**config.mk**
```make
export PLATFORM = sky130hd
export DESIGN_NAME = uart_cmd_parser
export DESIGN_NICKNAME = d
export VERILOG_FILES = /design/src/rtl/uart_cmd_pkg.sv /design/src/rtl/uart_cmd_pulse_stretch.sv /design/src/rtl/uart_cmd_parser.sv
export SDC_FILE = /design/constraint.sdc
export NUM_CORES = 1
export LEC_CHECK = 0
export ABC_AREA = 1
export CAP_MARGIN = 30
export CORE_ASPECT_RATIO = 0.8
export CORE_MARGIN = 3
export CORE_UTILIZATION = 61
export CTS_CLUSTER_SIZE = 14
export DETAILED_ROUTE_END_ITERATION = 8
export PLACE_DENSITY = 0.85
export SETUP_SLACK_MARGIN = 0.3
export SYNTH_ARGS = -nofsm -noshare
export SYNTH_HDL_FRONTEND = slang
export SYNTH_SLANG_ARGS = --single-unit
```
**constraint.sdc**
```tcl
create_clock -name clk -period 4.85 [get_ports clk]
set_input_delay 0.485 -clock clk [delete_from_list [all_inputs] [get_ports clk]]
set_output_delay 0.485 -clock clk [all_outputs]
set_load 0.05 [all_outputs]
```
**src/rtl/uart_cmd_pkg.sv**
```systemverilog
// Shared constants and types for the framed UART command parser:
// letter/command map, terminators, echo bytes, error codes and FSM states.
package uart_cmd_pkg;

   localparam logic [7:0] LETTER_U = 8'h55;
   localparam logic [7:0] LETTER_D = 8'h44;
   localparam logic [7:0] LETTER_R = 8'h52;
   localparam logic [7:0] LETTER_L = 8'h4C;
   localparam logic [7:0] LETTER_C = 8'h43;
   localparam logic [7:0] LETTER_O = 8'h4F;
   localparam logic [7:0] LETTER_Z = 8'h5A;
   localparam logic [7:0] LETTER_M = 8'h4D;

   localparam logic [2:0] CMD_U = 3'd0;
   localparam logic [2:0] CMD_D = 3'd1;
   localparam logic [2:0] CMD_R = 3'd2;
   localparam logic [2:0] CMD_L = 3'd3;
   localparam logic [2:0] CMD_C = 3'd4;
   localparam logic [2:0] CMD_O = 3'd5;
   localparam logic [2:0] CMD_Z = 3'd6;
   localparam logic [2:0] CMD_M = 3'd7;

   localparam logic [7:0] TERM_CR   = 8'h0D;
   localparam logic [7:0] TERM_LF   = 8'h0A;
   localparam logic [7:0] ECHO_ACK  = 8'h06;
   localparam logic [7:0] ECHO_NAK  = 8'h15;
   // Clearing bit 5 folds lower-case ASCII letters onto upper case.
   localparam logic [7:0] CASE_MASK = 8'hDF;

   typedef enum logic [1:0] {
      ERR_NONE    = 2'd0,
      ERR_BYTE    = 2'd1,
      ERR_RANGE   = 2'd2,
      ERR_TIMEOUT = 2'd3
   } err_code_e;

   typedef enum logic [1:0] {
      ST_IDLE    = 2'd0,
      ST_ARG     = 2'd1,
`ifdef UART_CMD_ECHO_EN
      ST_DISCARD = 2'd2,
      ST_ECHO    = 2'd3
`else
      ST_DISCARD = 2'd2
`endif
   } parse_state_e;

   // Returns {hit, command index} for a received byte.
   function automatic logic [3:0] letter_lookup(input logic [7:0] b);
      logic [3:0] r;
      r = 4'b0000;
      case (b & CASE_MASK)
         LETTER_U: r = {1'b1, CMD_U};
         LETTER_D: r = {1'b1, CMD_D};
         LETTER_R: r = {1'b1, CMD_R};
         LETTER_L: r = {1'b1, CMD_L};
         LETTER_C: r = {1'b1, CMD_C};
         LETTER_O: r = {1'b1, CMD_O};
         LETTER_Z: r = {1'b1, CMD_Z};
         LETTER_M: r = {1'b1, CMD_M};
         default:  r = 4'b0000;
      endcase
      return r;
   endfunction

endpackage

```
**src/rtl/uart_cmd_pulse_stretch.sv**
```systemverilog
// Holds the one-hot command pulse and its argument for PULSE_LEN cycles.
// A load while a pulse is active replaces bit and argument and restarts the count.
module uart_cmd_pulse_stretch #(
   parameter int PULSE_LEN = 1,
   parameter int ARG_W     = 8
) (
   input  logic             clk,
   input  logic             reset_n,
   input  logic             load,
   input  logic [2:0]       load_idx,
   input  logic [ARG_W-1:0] load_arg,
   output logic [7:0]       cmd_pulse,
   output logic [ARG_W-1:0] cmd_arg
);

   localparam logic [7:0] LEN_V = 8'(PULSE_LEN);

   logic [7:0] cnt_q;

   always_ff @(posedge clk or negedge reset_n) begin
      if (!reset_n) begin
         cmd_pulse <= 8'h00;
         cmd_arg   <= '0;
         cnt_q     <= 8'd0;
      end else if (load) begin
         cmd_pulse <= 8'h01 << load_idx;
         cmd_arg   <= load_arg;
         cnt_q     <= LEN_V;
      end else if (cnt_q != 8'd0) begin
         cnt_q <= cnt_q - 8'd1;
         if (cnt_q == 8'd1) begin
            cmd_pulse <= 8'h00;
         end
      end
   end

endmodule

```
**src/rtl/uart_cmd_parser.sv**
```systemverilog
// Framed UART command parser: LETTER [DIGITS] TERM -> stretched one-hot pulse,
// sticky mode register, error reporting. UART_CMD_ECHO_EN adds ACK/NAK echo.
module uart_cmd_parser
   import uart_cmd_pkg::*;
#(
   parameter int PULSE_LEN   = 1,
   parameter int ARG_W       = 8,
   parameter int MAX_DIGITS  = 3,
   parameter int TIMEOUT_CYC = 1000000,
   parameter int NUM_MODES   = 3
) (
   input  logic                         clk,
   input  logic                         reset_n,
   input  logic [7:0]                   rx_data,
   input  logic                         rx_done,
   output logic [7:0]                   cmd_pulse,
   output logic [ARG_W-1:0]             cmd_arg,
   output logic [$clog2(NUM_MODES)-1:0] mode_q,
   output logic                         mode_change,
   output logic                         err,
   output logic [1:0]                   err_code,
   output logic [7:0]                   tx_data,
   output logic                         tx_start,
   input  logic                         tx_busy,
   output parse_state_e                 state_dbg
);

   localparam int MODE_W = $clog2(NUM_MODES);
   localparam int ACC_W  = ARG_W + 4;
   localparam int DIG_W  = $clog2(MAX_DIGITS + 1);
   localparam int TCNT_W = $clog2(TIMEOUT_CYC + 1);
   localparam logic [ACC_W-1:0]  NUM_MODES_V = ACC_W'(NUM_MODES);
   localparam logic [DIG_W-1:0]  MAX_DIG_V   = DIG_W'(MAX_DIGITS);
   localparam logic [TCNT_W-1:0] TMO_LAST    = TCNT_W'(TIMEOUT_CYC - 1);

`ifdef UART_CMD_ECHO_EN
   localparam parse_state_e ST_AFTER = ST_ECHO;
   logic tx_go;
`else
   localparam parse_state_e ST_AFTER = ST_IDLE;
`endif

   // Handshakes: rx_done is a one-cycle strobe qualifying rx_data with no
   // backpressure; tx_start is a one-cycle request issued only when tx_busy=0.

   parse_state_e     state_q, state_d;
   logic [ARG_W-1:0] acc_q, acc_d;
   logic [DIG_W-1:0] ndig_q, ndig_d;
   logic [2:0]       idx_q, idx_d;
   logic [TCNT_W-1:0] tcnt_q;
   logic             exec_load, mode_wr, err_fire, nak_d;
   err_code_e        err_code_d;

   logic             is_term, is_digit, in_frame, tmo;
   logic [3:0]       lookup;
   logic [ACC_W-1:0] acc_wide, acc_next;

   assign is_term  = (rx_data == TERM_CR) || (rx_data == TERM_LF);
   assign is_digit = (rx_data >= 8'h30) && (rx_data <= 8'h39);
   assign lookup   = letter_lookup(rx_data);
   assign acc_wide = {4'd0, acc_q};
   // acc*10 + d as shifts; ARG_W+4 bits cannot wrap for any ARG_W-bit acc.
   assign acc_next = (acc_wide << 3) + (acc_wide << 1) + {{ARG_W{1'b0}}, rx_data[3:0]};
   assign in_frame = (state_q == ST_ARG) || (state_q == ST_DISCARD);
   assign tmo      = in_frame && !rx_done && (tcnt_q == TMO_LAST);
   assign state_dbg = state_q;

   always_comb begin
      state_d    = state_q;
      acc_d      = acc_q;
      ndig_d     = ndig_q;
      idx_d      = idx_q;
      exec_load  = 1'b0;
      mode_wr    = 1'b0;
      err_fire   = 1'b0;
      err_code_d = ERR_NONE;
      nak_d      = 1'b0;
`ifdef UART_CMD_ECHO_EN
      tx_go      = 1'b0;
`endif
      case (state_q)
         ST_IDLE: begin
            if (rx_done && !is_term) begin
               if (lookup[3]) begin
                  idx_d   = lookup[2:0];
                  acc_d   = '0;
                  ndig_d  = '0;
                  state_d = ST_ARG;
               end else begin
                  err_fire   = 1'b1;
                  err_code_d = ERR_BYTE;
                  nak_d      = 1'b1;
                  state_d    = ST_AFTER;
               end
            end
         end
         ST_ARG: begin
            if (rx_done) begin
               if (is_term) begin
                  state_d = ST_AFTER;
                  if (idx_q == CMD_M) begin
                     if (acc_wide < NUM_MODES_V) begin
                        mode_wr = 1'b1;
                     end else begin
                        err_fire   = 1'b1;
                        err_code_d = ERR_RANGE;
                        nak_d      = 1'b1;
                     end
                  end else begin
                     exec_load = 1'b1;
                  end
               end else if (is_digit) begin
                  if ((ndig_q == MAX_DIG_V) || (acc_next[ACC_W-1:ARG_W] != '0)) begin
                     err_fire   = 1'b1;
                     err_code_d = ERR_RANGE;
                     state_d    = ST_DISCARD;
                  end else begin
                     acc_d  = acc_next[ARG_W-1:0];
                     ndig_d = ndig_q + DIG_W'(1);
                  end
               end else begin
                  err_fire   = 1'b1;
                  err_code_d = ERR_BYTE;
                  state_d    = ST_DISCARD;
               end
            end else if (tmo) begin
               err_fire   = 1'b1;
               err_code_d = ERR_TIMEOUT;
               nak_d      = 1'b1;
               state_d    = ST_AFTER;
            end
         end
         ST_DISCARD: begin
            // The error was already reported when discarding began.
            if (rx_done) begin
               if (is_term) begin
                  nak_d   = 1'b1;
                  state_d = ST_AFTER;
               end
            end else if (tmo) begin
               err_fire   = 1'b1;
               err_code_d = ERR_TIMEOUT;
               nak_d      = 1'b1;
               state_d    = ST_AFTER;
            end
         end
`ifdef UART_CMD_ECHO_EN
         ST_ECHO: begin
            if (rx_done) begin
               err_fire   = 1'b1;
               err_code_d = ERR_BYTE;
            end
            if (!tx_busy) begin
               tx_go   = 1'b1;
               state_d = ST_IDLE;
            end
         end
`endif
         default: state_d = ST_IDLE;
      endcase
   end

   always_ff @(posedge clk or negedge reset_n) begin
      if (!reset_n) begin
         state_q     <= ST_IDLE;
         acc_q       <= '0;
         ndig_q      <= '0;
         idx_q       <= 3'd0;
         tcnt_q      <= '0;
         mode_q      <= '0;
         mode_change <= 1'b0;
         err         <= 1'b0;
         err_code    <= 2'd0;
      end else begin
         state_q     <= state_d;
         acc_q       <= acc_d;
         ndig_q      <= ndig_d;
         idx_q       <= idx_d;
         if (!in_frame || rx_done || tmo) begin
            tcnt_q <= '0;
         end else begin
            tcnt_q <= tcnt_q + TCNT_W'(1);
         end
         mode_change <= mode_wr;
         if (mode_wr) begin
            mode_q <= acc_q[MODE_W-1:0];
         end
         err         <= err_fire;
         err_code    <= err_code_d;
      end
   end

   uart_cmd_pulse_stretch #(
      .PULSE_LEN (PULSE_LEN),
      .ARG_W     (ARG_W)
   ) u_stretch (
      .clk       (clk),
      .reset_n   (reset_n),
      .load      (exec_load),
      .load_idx  (idx_q),
      .load_arg  (acc_q),
      .cmd_pulse (cmd_pulse),
      .cmd_arg   (cmd_arg)
   );

`ifdef UART_CMD_ECHO_EN
   logic nak_q;

   always_ff @(posedge clk or negedge reset_n) begin
      if (!reset_n) begin
         nak_q    <= 1'b0;
         tx_start <= 1'b0;
         tx_data  <= 8'h00;
      end else begin
         if (state_q != ST_ECHO) begin
            nak_q <= nak_d;
         end
         tx_start <= tx_go;
         tx_data  <= tx_go ? (nak_q ? ECHO_NAK : ECHO_ACK) : 8'h00;
      end
   end
`else
   logic unused_echo;
   assign unused_echo = nak_d ^ tx_busy;
   assign tx_start    = 1'b0;
   assign tx_data     = 8'h00;
`endif

endmodule

```
==> results.txt <==
Vias/cell - 5.56
Final ANT Viol Nets - 0
CTS Hold Buffers Added - 0
CORE AREA - 6160 sq um
Root Buffer - clkbuf_8
full die area - 7670 sq um
share of layout cells above drive strength 1 - 6.03%
clock share of power - 36.5%
Longest Clk Path Bufs - 2
Mapped Area - 4060 sq um
Port Buffer Count - 34
wire length of the first global-routing pass - 16.5 mm
vias in the first global route - 3564
DR WL/cell - 14.1 microns
Worst-Skew Late Latency - 340 ps
setup tns final - 0 ps
I/O pin cnt - 45
worst min path class - input port to asynchronous set/reset pin
initial core utilization - 65.8%
post-CTS sizing - 0
cell mode on critical path - nand2_1
Cells after Synth - 551
post-route cell area - 4660 sq um
fin crit share - 71.7%
commonest non-fill, non-tap cell in the layout - nand2_1
kind of critical path - input port to register
status - completed
yosys warns - 0
Clock H-tree levels - 3
clk_skew - 10.1 ps
most frequent cells in the layout - nand2_1, nor2_1, dfrtp_1, inv_1, nand3_1
post-synth top area share - 40.1%
placed cell area - 4440 sq um
count of final setup violators - 0
layout net count - 629
Achievable Freq - 0.288 GHz
CTS tree - built
IR drop worst, VDD - 0.148 mV
Startpoint Class - input port
Net Sw Power - 0.439 mW
drt first pass iters - 5
largest net degree at the start of global routing - 66
R2R Setup Slk - 1560 ps
worst-path maximum fanout - 11
worst r2r dst - acc_q[3]$_DFFE_PN0P_
ant diodes - 0
Slew headroom - 45.3%
launch point of the worst reg-to-reg path - acc_q[0]$_DFFE_PN0P_
DP Worst Slack - 1100 ps
Cell Chain, Critical Path - clkdlybuf4s50_1 -> inv_2 -> fa_1 -> inv_1 -> fa_1 -> nand2_1 -> nand2_1 -> nand3_1 -> nand2_1 -> nand2_1 -> nand2_1 -> nor2_1 -> nand2_1 -> nand2_1 -> nand2_1 -> nand2_1 -> nand2_1
final setup margin - 1370 ps
pins over their slew limit - 0
max cap viols - 0
critical path data required time - 5080 ps
GR Overflow Total - 0
unrepaired setup endpoints after global routing - false
Die Wd - 97.2 microns
TritonCTS buffer count - 9
DRT Wirelength - 9.54 mm
standard-cell rows - 25
GRT Total Usage - 26.4%
largest area contributor in the netlist - dfrtp_1
clock transition at the registers of the reported paths - 80 ps
leakage power - 2.28 nW
CP delay by family, top - simple AND/OR/NAND/NOR gates
post-synthesis sequential area ratio - 40.1%
DRT iter0 DRCs - 330
critical path arrival - 3700 ps
Mean Syn Cell Area - 7.36 sq um
worst path bufs/invs - 3
post-DP HPWL - 6.79 mm
antenna violations before repair - 0
Switching Fraction - 31.3%
slowest cell delay on critical path - 530 ps
CP max stage cell - fa_1
Cell Pwr Density - 301 nW/um^2
crit end category - register
top cells by area, synth - dfrtp_1, nand2_1, ha_1
Post-CTS Setup Inserts - 0
Netlist cell types - 34
Setup crit start - rx_data[3]
routed vias - 3770
DR DRC count - 0
Layout area overhead - 14.9%
R2R depth - 16
internal power - 0.965 mW
gpl congestion - 0.925
CTS Sinks - 65
Hold Fails Final Rpt - 0
Hold Slack - 297 ps
Chip Height - 78.9 microns
crit path time final - 3480 ps
Yosys reg bits - 65
combinational share of power - 18.8%
Least-Margin Pin Slew - 820 ps
share of power burned in registers - 44.7%
[worst max path at each step]
stage | end | cells after the start
after detailed placement | acc_q[7]$_DFFE_PN0P_ | 17
after CTS | acc_q[3]$_DFFE_PN0P_ | 17
after floorplan | acc_q[4]$_DFFE_PN0P_ | 16
final | acc_q[3]$_DFFE_PN0P_ | 17
after global routing | acc_q[3]$_DFFE_PN0P_ | 17
after global placement | acc_q[2]$_DFFE_PN0P_ | 17
[kinds of logic (layout without fill, tap and decap cells)]
family / Yosys count / in the layout / share of synthesized area, %
other: 1 / 9 / 0.0925
DFF: 65 / 65 / 40.1
adders and majority gates: 25 / 25 / 8.08
buffers and inverters: 82 / 120 / 8.64
xor gates and xnor gates: 6 / 6 / 1.30
and+or+nand+nor: 308 / 308 / 33.0
AOI/OAI and AO/OA: 64 / 64 / 8.82
[routing by layer]
metal	track usage, %	vias up	wire, microns
met3	7.02	19	655
met2	41.7	162	4290
li1	-	1840	-
met4	7.85	0	110
met5	0	-	0
met1	36.2	1749	4480
[metrics by stage]
step	std cells	power [mW]	utilization [%]
6_report	678	1.40	75.6
5_1_grt	678	1.48	75.6
4_1_cts	678	1.40	75.6
3_5_place_dp	662	0.892	72.1
3_3_place_gp	662	0.882	72.1
2_1_floorplan	559	0.823	-
[power by group through the flow]
stage / clock network, mW / logic (mW) / registers [mW]
2_1_floorplan: 0 / 0.183 / 0.641
3_3_place_gp: 0 / 0.248 / 0.633
3_5_place_dp: 0 / 0.256 / 0.637
4_1_cts: 0.512 / 0.263 / 0.626
5_1_grt: 0.548 / 0.295 / 0.634
6_report: 0.513 / 0.264 / 0.628
[final cells by class]
type,count,area [sq um]
Clock buffer,10,128
Tap cell,81,101
Sequential cell,65,1630
Inverter,68,255
Clock inverter,6,91.3
Multi-Input combinational cell,412,2110
Timing Repair Buffer,36,350
Fill cell,448,1500
[registers in the layout (all words and copies together) (netlist names)]
name / count
acc_q: 8
mode_change: 1
err: 1
ndig_q: 2
err_code: 2
u_stretch.cnt_q: 8
tcnt_q: 20
u_stretch.cmd_pulse: 8
state_dbg: 2
u_stretch.cmd_arg: 8
mode_q: 2
idx_q: 3
[synth_stat cells]
master,count
nor3b_1,1
a21oi_4,1
buf_4,9
a31oi_1,2
o21ai_0,28
nor4_1,4
nand2_2,1
o21ai_2,5
fa_1,2
clkbuf_1,3
dfrtp_1,65
clkinv_1,1
nor2_1,76
ha_1,23
nand3_1,39
xnor2_1,4
buf_6,1
a211oi_1,1
xor2_1,2
and3_1,1
nor3_1,16
conb_1,1
o21bai_1,1
nand2_1,141
inv_1,63
inv_2,4
a21oi_1,26
or2_2,5
nand4_1,11
and2_1,3
nor2_2,1
buf_2,1
nand3b_1,8
nor3_4,1
Power figures use the tool's default switching activity.
